File: config.mk
export PLATFORM = sky130hd
export DESIGN_NAME = counter_load_sched
export DESIGN_NICKNAME = d
export VERILOG_FILES = /design/src/rtl/counter_load_sched.sv
export SDC_FILE = /design/constraint.sdc
export NUM_CORES = 1
export LEC_CHECK = 0
export ABC_CLOCK_PERIOD_IN_PS = 2700
export BUFFER_PORTS_ARGS = -buffer_cell sky130_fd_sc_hd__buf_2
export CAP_MARGIN = 20
export CORE_UTILIZATION = 48
export DETAILED_ROUTE_END_ITERATION = 8
export PLACE_DENSITY = 0.9
export SLEW_MARGIN = 5
export SYNTH_ARGS = -nofsm -noshare
export SYNTH_HDL_FRONTEND = slang
export SYNTH_SLANG_ARGS = --single-unit
File: constraint.sdc
create_clock -name clk -period 2.7 [get_ports clk]
set_clock_uncertainty 0.05 [all_clocks]
set_input_delay 0 -clock clk [delete_from_list [all_inputs] [get_ports clk]]
set_output_delay 0 -clock clk [all_outputs]
set_load 0.005 [all_outputs]
File: src/rtl/counter_load_sched.sv
// counter_load_sched: round-robin preload scheduler for a mod-(MAX_VAL+1)
// counter, with capture check and natural-wrap monitor.
module counter_load_sched #(
    parameter int NUM_REQ = 4,
    parameter int DATA_W  = 4,
    parameter int MAX_VAL = 13
) (
    input  logic                       clk,
    input  logic                       reset,
    input  logic [NUM_REQ-1:0]         req_valid,
    input  logic [NUM_REQ*DATA_W-1:0]  req_data,
    output logic [NUM_REQ-1:0]         req_ready,
    input  logic [DATA_W-1:0]          cnt_value,
    output logic                       cnt_load,
    output logic [DATA_W-1:0]          cnt_data,
    output logic [$clog2(NUM_REQ)-1:0] grant_id,
    output logic                       busy,
    output logic                       load_err,
    output logic                       mismatch,
    output logic                       wrap_pulse,
    output logic [7:0]                 wrap_count,
    input  logic                       wrap_clr
);

    localparam int IDW = $clog2(NUM_REQ);
    localparam logic [DATA_W-1:0] MAXV = DATA_W'(MAX_VAL);
    localparam logic [IDW-1:0] LAST_ID = IDW'(NUM_REQ - 1);

    typedef enum logic [1:0] {
        IDLE,
        LOAD,
        CHECK,
        REJECT
    } state_t;

    state_t             state_q;
    state_t             state_d;
    logic [IDW-1:0]     rr_ptr;
    logic [IDW-1:0]     win_id;
    logic               win_found;
    logic [DATA_W-1:0]  win_data;
    logic [DATA_W-1:0]  prev_val;
    logic               wrap;
    logic [IDW-1:0]     rr_next;

    // Round-robin pick: first valid requester at or above rr_ptr, wrapping.
    always_comb begin
        win_found = 1'b0;
        win_id    = rr_ptr;
        for (int k = 0; k < NUM_REQ; k++) begin
            if (!win_found && req_valid[(int'(rr_ptr) + k) % NUM_REQ]) begin
                win_found = 1'b1;
                win_id    = IDW'((int'(rr_ptr) + k) % NUM_REQ);
            end
        end
        win_data = req_data[int'(win_id)*DATA_W +: DATA_W];
    end

    assign rr_next = (grant_id == LAST_ID) ? '0 : grant_id + 1'b1;

    // State register; reset drops cnt_load/req_ready at once.
    always_ff @(posedge clk or negedge reset) begin
        if (!reset) state_q <= IDLE;
        else        state_q <= state_d;
    end

    // Next state and outputs decoded from the registered state only.
    always_comb begin
        state_d   = state_q;
        cnt_load  = 1'b0;
        load_err  = 1'b0;
        req_ready = '0;
        busy      = (state_q != IDLE);
        unique case (state_q)
            IDLE: begin
                if (win_found)
                    state_d = (win_data > MAXV) ? REJECT : LOAD;
            end
            LOAD: begin
                cnt_load            = 1'b1;
                req_ready[grant_id] = 1'b1;
                state_d             = CHECK;
            end
            CHECK: begin
                state_d = IDLE;
            end
            REJECT: begin
                load_err            = 1'b1;
                req_ready[grant_id] = 1'b1;
                state_d             = IDLE;
            end
            default: state_d = IDLE;
        endcase
    end

    // Grant capture, pointer advance and sticky capture check.
    always_ff @(posedge clk or negedge reset) begin
        if (!reset) begin
            grant_id <= '0;
            cnt_data <= '0;
            rr_ptr   <= '0;
            mismatch <= 1'b0;
        end else begin
            if (state_q == IDLE && win_found) begin
                grant_id <= win_id;
                cnt_data <= win_data;
            end
            if (state_q == LOAD || state_q == REJECT)
                rr_ptr <= rr_next;
            if (state_q == CHECK && cnt_value != cnt_data)
                mismatch <= 1'b1;
        end
    end

    // A load landing on 0 shows up during CHECK, so it is excluded.
    assign wrap = (prev_val == MAXV) && (cnt_value == '0)
                  && (state_q != CHECK);

    // Wrap tracking; clear beats increment, count saturates.
    always_ff @(posedge clk or negedge reset) begin
        if (!reset) begin
            prev_val   <= '0;
            wrap_pulse <= 1'b0;
            wrap_count <= '0;
        end else begin
            prev_val   <= cnt_value;
            wrap_pulse <= wrap;
            if (wrap_clr)
                wrap_count <= '0;
            else if (wrap && wrap_count != 8'hFF)
                wrap_count <= wrap_count + 8'd1;
        end
    end

endmodule
* Word level (Yosys, flattened, before mapping) *
Index checks and enable logic that the tools add are counted.

operators by class
  reductions and logical operators = 22
  bitwise logic cells = 3
  multiplexer cells = 29
  order comparisons = 7
  equality and inequality tests = 9
  shifts and indexed selects = 1
  $add $sub $neg = 5

operators by type and width
  cell                   count
  $mux W8                2
  $shiftx A16 B5 Y4      1
  $mux W1                14
  $lt A3 B4 Y1 const B   3
  $mux W2                6
  $reduce_or A2 Y1       5
  $logic_and A1 B1 Y1    9
  $add A8 B1 Y8 const B  1
  $bmux W1 S2            4
  $ne A8 B8 Y1 const B   1
  $eq A2 B2 Y1 const B   3
  $lt A2 B3 Y1 const B   2
  $pmux W2 S3            1
  $add A2 B1 Y2 const B  2
  $add A2 B2 Y2 const B  2
  $eq A4 B4 Y1 const B   1
  $gt A4 B4 Y1 const B   1
  $logic_not A4 Y1       1
  $mux W4                1
  $ne A2 B2 Y1 const B   2
  $ne A4 B4 Y1           1
  $reduce_bool A2 Y1     2
  $and A1 B1 Y1 const A  3
  $logic_not A1 Y1       3
  5 further kinds        5

storage, ports and cells
  input port bits = 27
  bits in registers = 24
  logic and storage cells = 84

* Depth between registers and ports, before layout *
  depth in word-level cells = 19
  gate-level depth with buffers = 6

* Worst setup path after synthesis *
Ideal clock, no wire load.

  path kind = reg2reg
  from = register rr_ptr[1]
  to = register cnt_data[2]
  data arrival time = 1.711 ns
  period minus slack after synthesis = 1.885 ns
  setup slack = 0.815 ns
  data required time = 2.525 ns
  path buffers = 0
  cell stages (with the launch flop) = 6
  cell sequence = dfrtp_1 inv_1 a21oi_1 o221ai_2 mux4_2 mux2_2

between the ends
  longest elaborated chain between the ends = 13
  elaborated cells between the ends (all ways) = 29
  classes of those cells = 3 x add/sub; 1 x shift; 18 x mux; 7 x reduce/logical

ends and longest elaborated chain
  item                                                               RTL line  RTL
  start: declaration                                                 38        logic [IDW-1:0] rr_ptr;
  start signal: assignment                                           109       rr_ptr <= rr_next;
  $add A2 B1 Y2 or $bmux W1 S2 (tied branches)                       51, 53
  $bmux W1 S2 or $mux W1 (tied branches)                             51        if (!win_found && req_valid[(int'(rr_ptr) + k) % NUM_REQ]) begin
  $mux W1 (not written as such)                                      51
  $mux W1 (not written as such) or $logic_not A1 Y1 (tied branches)  51
  $logic_and A1 B1 Y1                                                51
  $mux W1                                                            51
  $logic_not A1 Y1                                                   51
  $logic_and A1 B1 Y1                                                51
  $mux W1                                                            51
  $logic_not A1 Y1                                                   51
  $logic_and A1 B1 Y1                                                51
  $mux W2 or $mux W1 (tied branches)                                 51
  $shiftx A16 B5 Y4 or $logic_and A1 B1 Y1 (tied branches)           56, 104
  end signal: assignment                                             106       cnt_data <= win_data;
  end: declaration                                                   15        output logic [DATA_W-1:0] cnt_data,

Several ways; a longest one is shown, not always the timed one. The select of a mux whose other input is x is not followed.
A chain may end at the register's enable or synchronous reset.

* Final worst setup path *
  from = register rr_ptr[0]
  to = register state_q[1]

between the ends
  longest elaborated chain between the ends = 17
  elaborated cells between the ends (all ways) = 33
  classes of those cells = 3 x add/sub; 1 x order compare; 1 x eq/ne; 1 x shift; 21 x mux; 6 x reduce/logical

ends and longest elaborated chain
  item                                                               RTL line  RTL
  $add A2 B1 Y2 or $bmux W1 S2 (tied branches)                       51, 53
  $bmux W1 S2 or $mux W1 (tied branches)                             51
  $mux W1 (not written as such)                                      51
  $mux W1 (not written as such) or $logic_not A1 Y1 (tied branches)  51
  $logic_and A1 B1 Y1                                                51
  $mux W1                                                            51
  $logic_not A1 Y1                                                   51
  $logic_and A1 B1 Y1                                                51
  $mux W1                                                            51
  $logic_not A1 Y1                                                   51
  $logic_and A1 B1 Y1                                                51
  $mux W2                                                            51
  $shiftx A16 B5 Y4                                                  56        win_data = req_data[int'(win_id)*DATA_W +: DATA_W];
  $gt A4 B4 Y1                                                       77        state_d = (win_data > MAXV) ? REJECT : LOAD;
  $mux W2                                                            77
  $mux W2                                                            76        if (win_found)
  $pmux W2 S3                                                        74        unique case (state_q)
  end signal: assignment                                             64        else state_q <= state_d;
  end: declaration                                                   36        state_t state_q;

Several ways; a longest one is shown, not always the timed one. The select of a mux whose other input is x is not followed.

==> results.ini <==
[global_routing]
grt_pass1_vias = 1079
track_usage_pct = 22.1
gr-total-overflow = 0
antenna_found_initial = 0
grt_pass1_wl_mm = 4.64
grt_max_degree = 25

[outcome]
outcome = complete, no violations

[worst_setup_path]
reg2reg_from = rr_ptr[0]
worst-setup-path-type = flop to flop
path_max_fanout = 6
r2r_slack_ps = 650
critical_path_arrival_ps = 2210
slowest_stage = o2bb2ai_1
rr_worst_depth = 6
critPathRequiredTime_ps = 2860
slowest_delay_ps = 470
end_kind = flop
r2r-end = state_q[1]
cp_cell_sequence = nor2b_1 -> nor2_1 -> o2bb2ai_1 -> mux2i_1 -> o22ai_1 -> a31o_2
cp-start-kind = flop

[clock_network]
clock-sinks = 24
cts_setup_buffers = 0
cts_made_buffers = 3
cts_root_buffer = clkbuf_4
clock_path_buffers = 2
cts_tree = done
htreeDepth = 1
clkTransAtPathRegs_ps = 140
worst_skew_pair.late_latency_ps = 320

[routing]
ant_nets = 0
vias = 1116
drc = 0
drtIter0Drc = 8
wire_per_inst_um = 14.4
drt-total-wl_mm = 2.94
routed_via_density = 5.47
firstDrtPassIters = 4

[sta]
setup_violations = 0
tns_ps = 0
rsz0062_at_grt = false
worstMarginPinSlew_ps = 566
slew_headroom_pct = 62.3
post-route-period-util_pct = 76.0
finalHoldViolCount = 0
finalMaxSlewViolations = 0
layout_min_cycle_time_ps = 2050
max_freq_mhz = 487

[place]
dpl_cell_area_sq_um = 1590
gp_congestion = 0.733
io_buffer_count = 49
dp_hpwl_mm = 2.27

[synth]
async_reset_ff_share_pct = 100
synth_ff_type = dfrtp_1
synth_nets = 148
netlist_instances = 116
netlist_area_sq_um = 1310
synth_seq_area_share_pct = 45.8
synth.avg_cell_area_sq_um = 11.3
synth_seq_cells = 24
yosysWarnings = 0
synth_edf_count = 0
synth_cell_type_count = 36

[die]
dieArea_sq_um = 2950
io_pins = 50
start_util_pct = 52.0
core_sq_um = 2520
die_h_um = 54.3
die_w_um = 54.3
row_count = 18

[finish]
postLayoutCellArea_sq_um = 1700
n_antenna_cell = 0
area_growth_pct = 29.6
mostFrequentLayoutCells = buf_2 (49), dfrtp_1 (24), nor2_1 (10)
fillers = 195
layout_commonest_cell = buf_2
seq_area_sq_um = 601
multi_input_area_sq_um = 683
drive_above_1_share_pct = 40.2
final_nets = 207

[power_and_ir_drop]
irDropWorstVdd_mv = 0.738
p_leak_nw = 0.841
power_density_nw_per_um2 = 809

[hold_path]
hold_class = primary input to async pin

[flow_run]
maxCapViolations = 0

-- sequential cells by signal, indices dropped and copies added (netlist names) --
register / cells
grant_id: 2
wrap_count: 8
wrap_pulse: 1
mismatch: 1
prev_val: 4
state_q: 2
cnt_data: 4
rr_ptr: 2
-- worst max-delay path, delay by kind of cell, from the launching register on --
| kind | cells | cell delay, ps |
|---|---|---|
| DFF | 1 | 460 |
| and+or+nand+nor | 2 | 240 |
| AOI/OAI and AO/OA | 3 | 880 |
| muxes | 1 | 320 |
-- stage by stage --
stage / util [%] / std cells / setup WS, ps / hold WS [ps] / power [mW]
floorplan: - / 116 / 815 / -346 / 0.901
global placement: 63.0 / 194 / 756 / -56.3 / 1.07
detailed placement: 63.0 / 194 / 676 / -44.4 / 1.11
CTS: 67.5 / 204 / 641 / 105 / 1.39
global route: 67.5 / 204 / 527 / 107 / 1.47
finish: 67.5 / 204 / 647 / 117 / 1.38
-- how the worst max path moves through the flow --
stage | endpoint | depth (start not counted) | slack, ps | from
after floorplan | cnt_data[2] | 5 | 810 | rr_ptr[1]
after global placement | cnt_data[1] | 5 | 760 | rr_ptr[1]
after detailed placement | cnt_data[1] | 5 | 680 | rr_ptr[1]
after CTS | state_q[1] | 6 | 640 | rr_ptr[0]
after global routing | cnt_data[3] | 6 | 530 | rr_ptr[0]
final | state_q[1] | 6 | 650 | rr_ptr[0]
-- cell families after synthesis --
logic type,after synthesis,synth area share [%]
buffers and inverters,6,2.19
multiplexers,13,13.3
AND/OR/NAND/NOR,42,19.2
flip-flops,24,45.8
XOR/XNOR,9,6.01
AO/OA/AOI/OAI,17,8.87
adder cells (fa/ha/maj),5,4.77
-- Yosys cell counts, drive strengths merged, types with 2 or more instances --
master | instances | area share, %
mux4 | 3 | 5.1
and2 | 5 | 2.4
xnor2 | 5 | 3.3
mux2 | 5 | 4.3
mux2i | 5 | 3.8
nor3 | 3 | 2.0
nor2 | 10 | 2.9
nand2 | 7 | 2.0
inv | 4 | 1.1
a21oi | 6 | 2.3
xor2 | 4 | 2.7
dfrtp | 24 | 46
nor2b | 3 | 1.4
or3 | 2 | 0.95
o21ai | 5 | 1.9
ha | 5 | 4.8
nand4 | 4 | 3.1
-- area by class of cell --
type | count | share of cell area, %
Clock inverter | 1 | 1.76
Tap cell | 30 | 2.21
Inverter | 4 | 0.882
Sequential cell | 24 | 35.3
Clock buffer | 3 | 1.32
Timing Repair Buffer | 56 | 18.4
Multi-Input combinational cell | 86 | 40.1
-- power breakdown --
part	total, mW	switching, mW	leakage (nW)	internal, mW
clock	0.259	0.109	0.0279	0.150
sequential	0.542	0.102	0.301	0.440
combinational	0.575	0.263	0.512	0.312
-- metal layers --
metal	wire, um	GRT usage (%)	vias to the layer above	share of wire [%]
li1	-	-	528	-
met1	1120	23.2	536	38
met2	1640	43.5	48	56
met3	154	5.83	4	5.2
met4	32	3.85	0	1.1
met5	0	0	-	0
-- timing repair --
item	in CTS	in global routing
resized for setup	0	0
hold buffers	6	0
endpoints found under the hold margin	37	0
Power figures use the tool's default switching activity.
